[src/rtl/life_datapath.sv]
// life_datapath: 8x8 Conway Game of Life board with cell-by-cell pattern entry.
// An external controller selects the mode; this block only holds the board,
// the entry cursor and the combinational next-generation logic.
module life_datapath (
  input  logic        clka,
  input  logic        rst_n,
  input  logic [1:0]  state,
  input  logic        btn0,
  input  logic        btn1,
  input  logic        stop,
  output logic [63:0] grid,
  output logic [5:0]  cursor
);

  typedef enum logic [1:0] {
    MODE_CLEAR = 2'b00,
    MODE_ENTRY = 2'b01,
    MODE_RUN   = 2'b10,
    MODE_HOLD  = 2'b11
  } mode_t;

  logic [63:0] r_grid;
  logic [5:0]  r_cursor;
  logic [63:0] w_nextGen;
  mode_t       w_mode;

  assign w_mode = mode_t'(state);
  assign grid   = r_grid;
  assign cursor = r_cursor;

  // Live neighbours of one cell; positions off the board count as dead, no wrap.
  function automatic logic [3:0] neighborCount(input logic [63:0] board,
                                               input int row,
                                               input int col);
    logic [3:0] sum;
    sum = 4'd0;
    for (int dr = -1; dr <= 1; dr++) begin
      for (int dc = -1; dc <= 1; dc++) begin
        if (!(dr == 0 && dc == 0) &&
            (row + dr) >= 0 && (row + dr) < 8 &&
            (col + dc) >= 0 && (col + dc) < 8) begin
          sum = sum + {3'b000, board[6'((row + dr) * 8 + (col + dc))]};
        end
      end
    end
    return sum;
  endfunction

  // Next generation computed from the whole current board so every cell updates together.
  always_comb begin
    w_nextGen = '0;
    for (int r = 0; r < 8; r++) begin
      for (int c = 0; c < 8; c++) begin
        w_nextGen[6'(r * 8 + c)] =
          (neighborCount(r_grid, r, c) == 4'd3) ||
          (r_grid[6'(r * 8 + c)] && (neighborCount(r_grid, r, c) == 4'd2));
      end
    end
  end

  // Board and cursor registers; reset beats every mode, btn0 beats btn1 in entry.
  always_ff @(posedge clka) begin
    if (!rst_n) begin
      r_grid   <= '0;
      r_cursor <= '0;
    end else begin
      case (w_mode)
        MODE_CLEAR: begin
          r_grid   <= '0;
          r_cursor <= '0;
        end
        MODE_ENTRY: begin
          if (btn0) begin
            r_grid[r_cursor] <= 1'b1;
            r_cursor         <= r_cursor + 6'd1;
          end else if (btn1) begin
            r_grid[r_cursor] <= 1'b0;
            r_cursor         <= r_cursor + 6'd1;
          end
        end
        MODE_RUN: begin
          if (!stop) begin
            r_grid <= w_nextGen;
          end
        end
        default: begin
        end
      endcase
    end
  end

endmodule

[config.mk]
export PLATFORM = sky130hd
export DESIGN_NAME = life_datapath
export DESIGN_NICKNAME = d
export VERILOG_FILES = /design/src/rtl/life_datapath.sv
export SDC_FILE = /design/constraint.sdc
export NUM_CORES = 1
export LEC_CHECK = 0
export ABC_AREA = 1
export ABC_CLOCK_PERIOD_IN_PS = 6400
export BUFFER_PORTS_ARGS = -buffer_cell sky130_fd_sc_hd__buf_2
export CORE_MARGIN = 2
export CORE_UTILIZATION = 64
export CTS_BUF_LIST = sky130_fd_sc_hd__clkbuf_16
export CTS_CLUSTER_DIAMETER = 150
export DETAILED_ROUTE_END_ITERATION = 10
export HOLD_SLACK_MARGIN = 0.15
export PLACE_DENSITY = 0.86
export REMOVE_ABC_BUFFERS = 1
export SLEW_MARGIN = 10
export SYNTH_ARGS = -nofsm -noshare
export SYNTH_HDL_FRONTEND = slang
export SYNTH_SLANG_ARGS = --single-unit
[constraint.sdc]
create_clock -name clka -period 6.4 [get_ports clka]
set_input_delay 1.92 -clock clka [delete_from_list [all_inputs] [get_ports clka]]
set_output_delay 1.92 -clock clka [all_outputs]
set_load 0.005 [all_outputs]
After elaboration in Yosys (flattened, before gate mapping)
Cells that the tools add are included.
{"block": "word_totals", "word_cells": 249, "in_bits": 7, "reg_bits": 70}
{"block": "classes", "order_cmp": 2, "muxes": 9, "n_bitwise": 3, "addsub": 127, "reduce_logical": 54, "eq_ne": 52}
{"operator": "$add 4x1->4", "count": 62}
{"operator": "$mux 64", "count": 3}
{"operator": "$pmux 64 s3", "count": 1}
{"operator": "$eq 4x2->1 const B", "count": 46}
{"operator": "$add 3x1->4", "count": 20}
{"operator": "$add 2x1->3", "count": 22}
{"operator": "$and 64x64->64", "count": 1}
{"operator": "$not 64->64", "count": 1}
{"operator": "$or 64x64->64", "count": 1}
{"operator": "$add 1x1->2", "count": 22}
{"operator": "$logic_and 1x1->1", "count": 25}
{"operator": "$logic_or 1x1->1", "count": 24}
{"operator": "$mux 6", "count": 2}
{"operator": "$pmux 6 s2", "count": 1}
{"operator": "$lt 6x7->1 const B", "count": 1}
{"operator": "$add 6x1->6 const B", "count": 1}
{"operator": "$demux 1 s6", "count": 1}
{"operator": "$eq 3x2->1 const B", "count": 2}
{"operator": "$ge 6x1->1 const B", "count": 1}
{"operator": "$ne 3x3->1 const B", "count": 1}
{"operator": "$reduce_and 3->1", "count": 1}
{"operator": "$reduce_bool 3->1", "count": 1}
{"operator": "$eq 2x1->1 const B", "count": 1}
{"operator": "$eq 2x2->1 const B", "count": 1}
{"operator": "other kinds (5)", "count": 5}

Depth between registers and ports, before layout
{"block": "depth", "depth_word": 12, "depth_mapped": 15}

Worst setup path before layout
No wires, ideal clock.
{"block": "synth_timing", "path_type": "reg-to-reg", "start": "register r_grid[10], in the netlist grid[10]", "end": "register r_grid[18], in the netlist grid[18]", "synth_period_minus_slack_ns": 3.271, "path_buffers": 0, "setup_ns": 0.070, "path_slack_ns": 3.129, "path_stages_with_launch": 14, "arrival_ns": 3.201, "required_time_ns": 6.330, "cell_sequence": "dfxtp_1 > inv_1 > fa_1 > fa_1 > fa_1 > inv_1 > ha_1 > fa_1 > nand2_1 > nor2_1 > o211ai_1 > nand2_1 > nand2_1 > a21oi_1"}
{"block": "synth_between", "elab_chain_len": 12, "elab_cells_between_ends": 13, "cone_classes": "add/sub: 7; eq/ne: 2; mux: 2; reduce/logical: 2"}
{"item": "start, declared", "line": "22", "rtl": "logic [63:0] r_grid;"}
{"item": "start signal, assigned", "line": "83", "rtl": "r_grid <= w_nextGen;"}
{"item": "$add 1x1->2 (*)", "line": "42", "rtl": "sum = sum + {3'b000, board[6'((row + dr) * 8 + (col + dc))]};"}
{"item": "$add 2x1->3 (*)", "line": "42"}
{"item": "$add 3x1->4 (*)", "line": "42"}
{"item": "$add 4x1->4 (*) (4 in series)", "line": "42"}
{"item": "$eq 4x2->1", "line": "56", "rtl": "(r_grid[6'(r * 8 + c)] && (neighborCount(r_grid, r, c) == 4'd2));"}
{"item": "$logic_and 1x1->1", "line": "56"}
{"item": "$logic_or 1x1->1 (*)", "line": "55", "rtl": "(neighborCount(r_grid, r, c) == 4'd3) ||"}
{"item": "$mux 64 (*)", "line": "82", "rtl": "if (!stop) begin"}
{"item": "$pmux 64 s3 (*)", "line": "67", "rtl": "case (w_mode)"}
Mark *: on every way between the ends. The rest lies on a longest branch, timed or not. The select of a mux whose other input is x is not followed.
A chain may end at the register's enable or synchronous reset.

Worst setup path in the final report
{"block": "layout_timing", "start": "input state[1]", "end": "register r_grid[35], in the netlist grid[35]"}
{"block": "layout_between", "elab_chain_len": 3, "elab_cells_between_ends": 8, "cone_classes": "eq/ne: 4; mux: 1; reduce/logical: 3"}
{"item": "start, declared", "line": "7", "rtl": "input logic [1:0] state,"}
{"item": "$eq 2x1->1 (tied with other cells)", "line": "67"}
{"item": "$ne 3x3->1 (no line) (tied with other cells)"}
{"item": "$reduce_and 3->1 (no line)"}
Several ways; a longest one is shown, not always the timed one.

==> impl_metrics.json <==
{
  "async_flop_share_pct": 0,
  "grt_first_pass_wirelength_mm": 30.1,
  "root_buffer": "clkbuf_16",
  "insertion_delay_ns": 0.34,
  "setup_tns_ns": 0,
  "grtUsageTotal_pct": 32.6,
  "critical_path.endpoint_type": "register",
  "instances_no_fill": 1140,
  "critPathBufInv": 3,
  "yosys_warnings": 0,
  "cpMaxStageDelayCell": "nor3_2",
  "drt-total-wl_mm": 18.0,
  "syn_area_per_cell_um2": 7.21,
  "cts_buffers": 9,
  "start_kind": "input port",
  "vias_per_cell": 5.72,
  "ff_latch_area_um2": 1400,
  "period_minus_slack_ns": 4.14,
  "status": "complete, no violations",
  "clk_pin_slew_ns": 0.07,
  "crit_arrival_ns": 4.40,
  "post-route-util_pct": 73.1,
  "p_leak_nw": 3.86,
  "grt-ovfl-total": 0,
  "holdBufCountCts": 0,
  "multi_input_comb_area_um2": 4630,
  "cts_tree": "yes",
  "mostFrequentLayoutCell": "nand2_1",
  "design.core.area_um2": 10300,
  "io_buffers": 76,
  "layout_common_cells": "nand2_1 (261), inv_1 (147), nand3_1 (83)",
  "antenna_cells": 0,
  "synth-seq-cells": 70,
  "syn_inst": 944,
  "finalCritPeriodShare_pct": 64.7,
  "cp.required_ns": 6.66,
  "cts.path.max_buffers": 2,
  "grt_pass1_vias": 6458,
  "max_cap_viol_count": 0,
  "synth.cell_area_um2": 6800,
  "cts.sinks": 70,
  "cts-resized-gates": 0,
  "placed_cells": 1124,
  "peakVddDrop_v": 0.000141,
  "synth_edf_count": 0,
  "start_util_pct": 65.9,
  "wire_per_inst_um": 15.8,
  "htreeDepth": 3,
  "p_per_area_nw_per_um2": 147,
  "postCtsSetupBuffers": 0,
  "pin_count": 77,
  "clock_skew_ns": 0.00655,
  "drive_gt1_share_pct": 12.0,
  "route.detailed.drc": 0,
  "worst_slew_pin_slew_ns": 0.749,
  "first_pass_iters": 6,
  "crit_chain": "buf_2 > inv_1 > ha_1 > buf_4 > nor2_1 > nand2_1 > nand3_4 > nor3_2 > nand2_1 > a21oi_1",
  "dieHeight_um": 107,
  "grt_max_degree": 48,
  "worstSetupPathType": "in2reg",
  "hpwl_mm": 12.8,
  "synth_ff_type": "dfxtp_1",
  "dieWidth_um": 107,
  "drtAntennaViolNets": 0,
  "fillers": 822,
  "ys_seq_area_share_pct": 20.6,
  "design.final.nets": 1126,
  "via_count": 6517,
  "slew_viol_final": 0,
  "relSlewSlack_pct": 49.8,
  "cpMostUsedCell": "nand2_1",
  "setup_viol": 0,
  "rows": 37,
  "antenna_found_initial": 0,
  "hold_violations": 0,
  "die_area_um2": 11500,
  "whs_ns": 0.438,
  "synth_cell_types": 35,
  "gp_congestion": 0.891,
  "max_clock_freq_mhz": 241,
  "drtIter0Drc": 616,
  "critPathMaxFanout": 40,
  "max_stage_delay_ns": 0.73,
  "rsz0062_at_grt": "false",
  "area_growth_syn_to_layout_pct": 11.0,
  "crit_family": "simple AND/OR/NAND/NOR gates",
  "hp-class": "reg2reg"
}
==> power breakdown <==
part | internal, mW | leakage (nW) | switching, mW
combinational | 0.0241 | 3.14 | 0.0758
sequential | 0.438 | 0.564 | 0.00449
clock | 0.348 | 0.159 | 0.220
total | 0.810 | 3.86 | 0.301
==> sequential cells by signal, indices dropped and copies added, names as in the netlist <==
register / cells
cursor: 6
grid: 64
==> tightest hold or removal path, stage by stage (launching register included) <==
cell and delay [ns]:
dfxtp_1 0.31, inv_1 0.05, a21oi_1 0.05
==> layout make-up <==
| class | count | share of cell area (%) |
|---|---|---|
| multi-input combinational | 679 | 61.3 |
| sequential | 70 | 18.6 |
| inverter | 155 | 7.71 |
| timing repair buffer | 84 | 5.83 |
| clock buffer | 9 | 2.98 |
| tap | 136 | 2.25 |
| clock inverter | 7 | 1.39 |
==> metal layers <==
layer / part of all wire, % / global-route usage (%) / vias up
met2: 48 / 53.8 / 312
li1: - / - / 3101
met3: 8.0 / 5.47 / 49
met1: 41 / 43.0 / 3055
met4: 2.6 / 12.1 / 0
met5: 0 / 0 / -
==> cell families after synthesis <==
| group | synth area share [%] |
|---|---|
| AO/OA/AOI/OAI | 10.6 |
| XOR/XNOR | 0.129 |
| adder cells (fa/ha/maj) | 29.8 |
| buffers and inverters | 11.4 |
| flip-flops | 20.6 |
| AND/OR/NAND/NOR | 27.4 |
==> synth_stat cells (3+ instances only) <==
| cell | number | area [um2] |
|---|---|---|
| a21oi_1 | 59 | 295 |
| and3_1 | 4 | 25.0 |
| buf_1 | 6 | 22.5 |
| buf_2 | 16 | 80.1 |
| buf_4 | 6 | 45.0 |
| clkbuf_1 | 12 | 45.0 |
| dfxtp_1 | 70 | 1400 |
| fa_1 | 70 | 1400 |
| ha_1 | 50 | 626 |
| inv_1 | 147 | 552 |
| inv_2 | 8 | 30.0 |
| nand2_1 | 261 | 980 |
| nand3_1 | 83 | 415 |
| nand4_1 | 13 | 81.3 |
| nor2_1 | 45 | 169 |
| nor2_2 | 4 | 25.0 |
| nor2_4 | 4 | 45.0 |
| nor3_1 | 10 | 50.1 |
| o211a_1 | 6 | 60.1 |
| o211ai_1 | 7 | 52.6 |
| o21ai_0 | 30 | 150 |
| o21ai_1 | 3 | 15.0 |
| o21bai_1 | 9 | 67.6 |
| o31ai_1 | 5 | 37.5 |
==> through the flow <==
stage                     power, mW  worst slack (ns)  area, um2
after floorplan               0.511              1.93       6610
after global placement        0.547              2.11       7220
after detailed placement      0.549              2.06       7220
after CTS                      1.11              2.35       7550
after global routing           1.14              2.11       7550
final                          1.11              2.26       7550
==> final timing paths <==
check | from | end | slack (ns) | depth (start not counted)
setup / recovery | state[1] | grid[35]$_SDFFE_PN0P_ | 2.26 | 10
hold / removal | grid[50]$_SDFFE_PN0P_ | grid[50]$_SDFFE_PN0P_ | 0.44 | 2
setup reg to reg | grid[10]$_SDFFE_PN0P_ | grid[18]$_SDFFE_PN0P_ | 2.80 | 13
hold reg to reg | grid[50]$_SDFFE_PN0P_ | grid[50]$_SDFFE_PN0P_ | 0.44 | 2
Note: power is estimated with default switching activity, not from simulation.
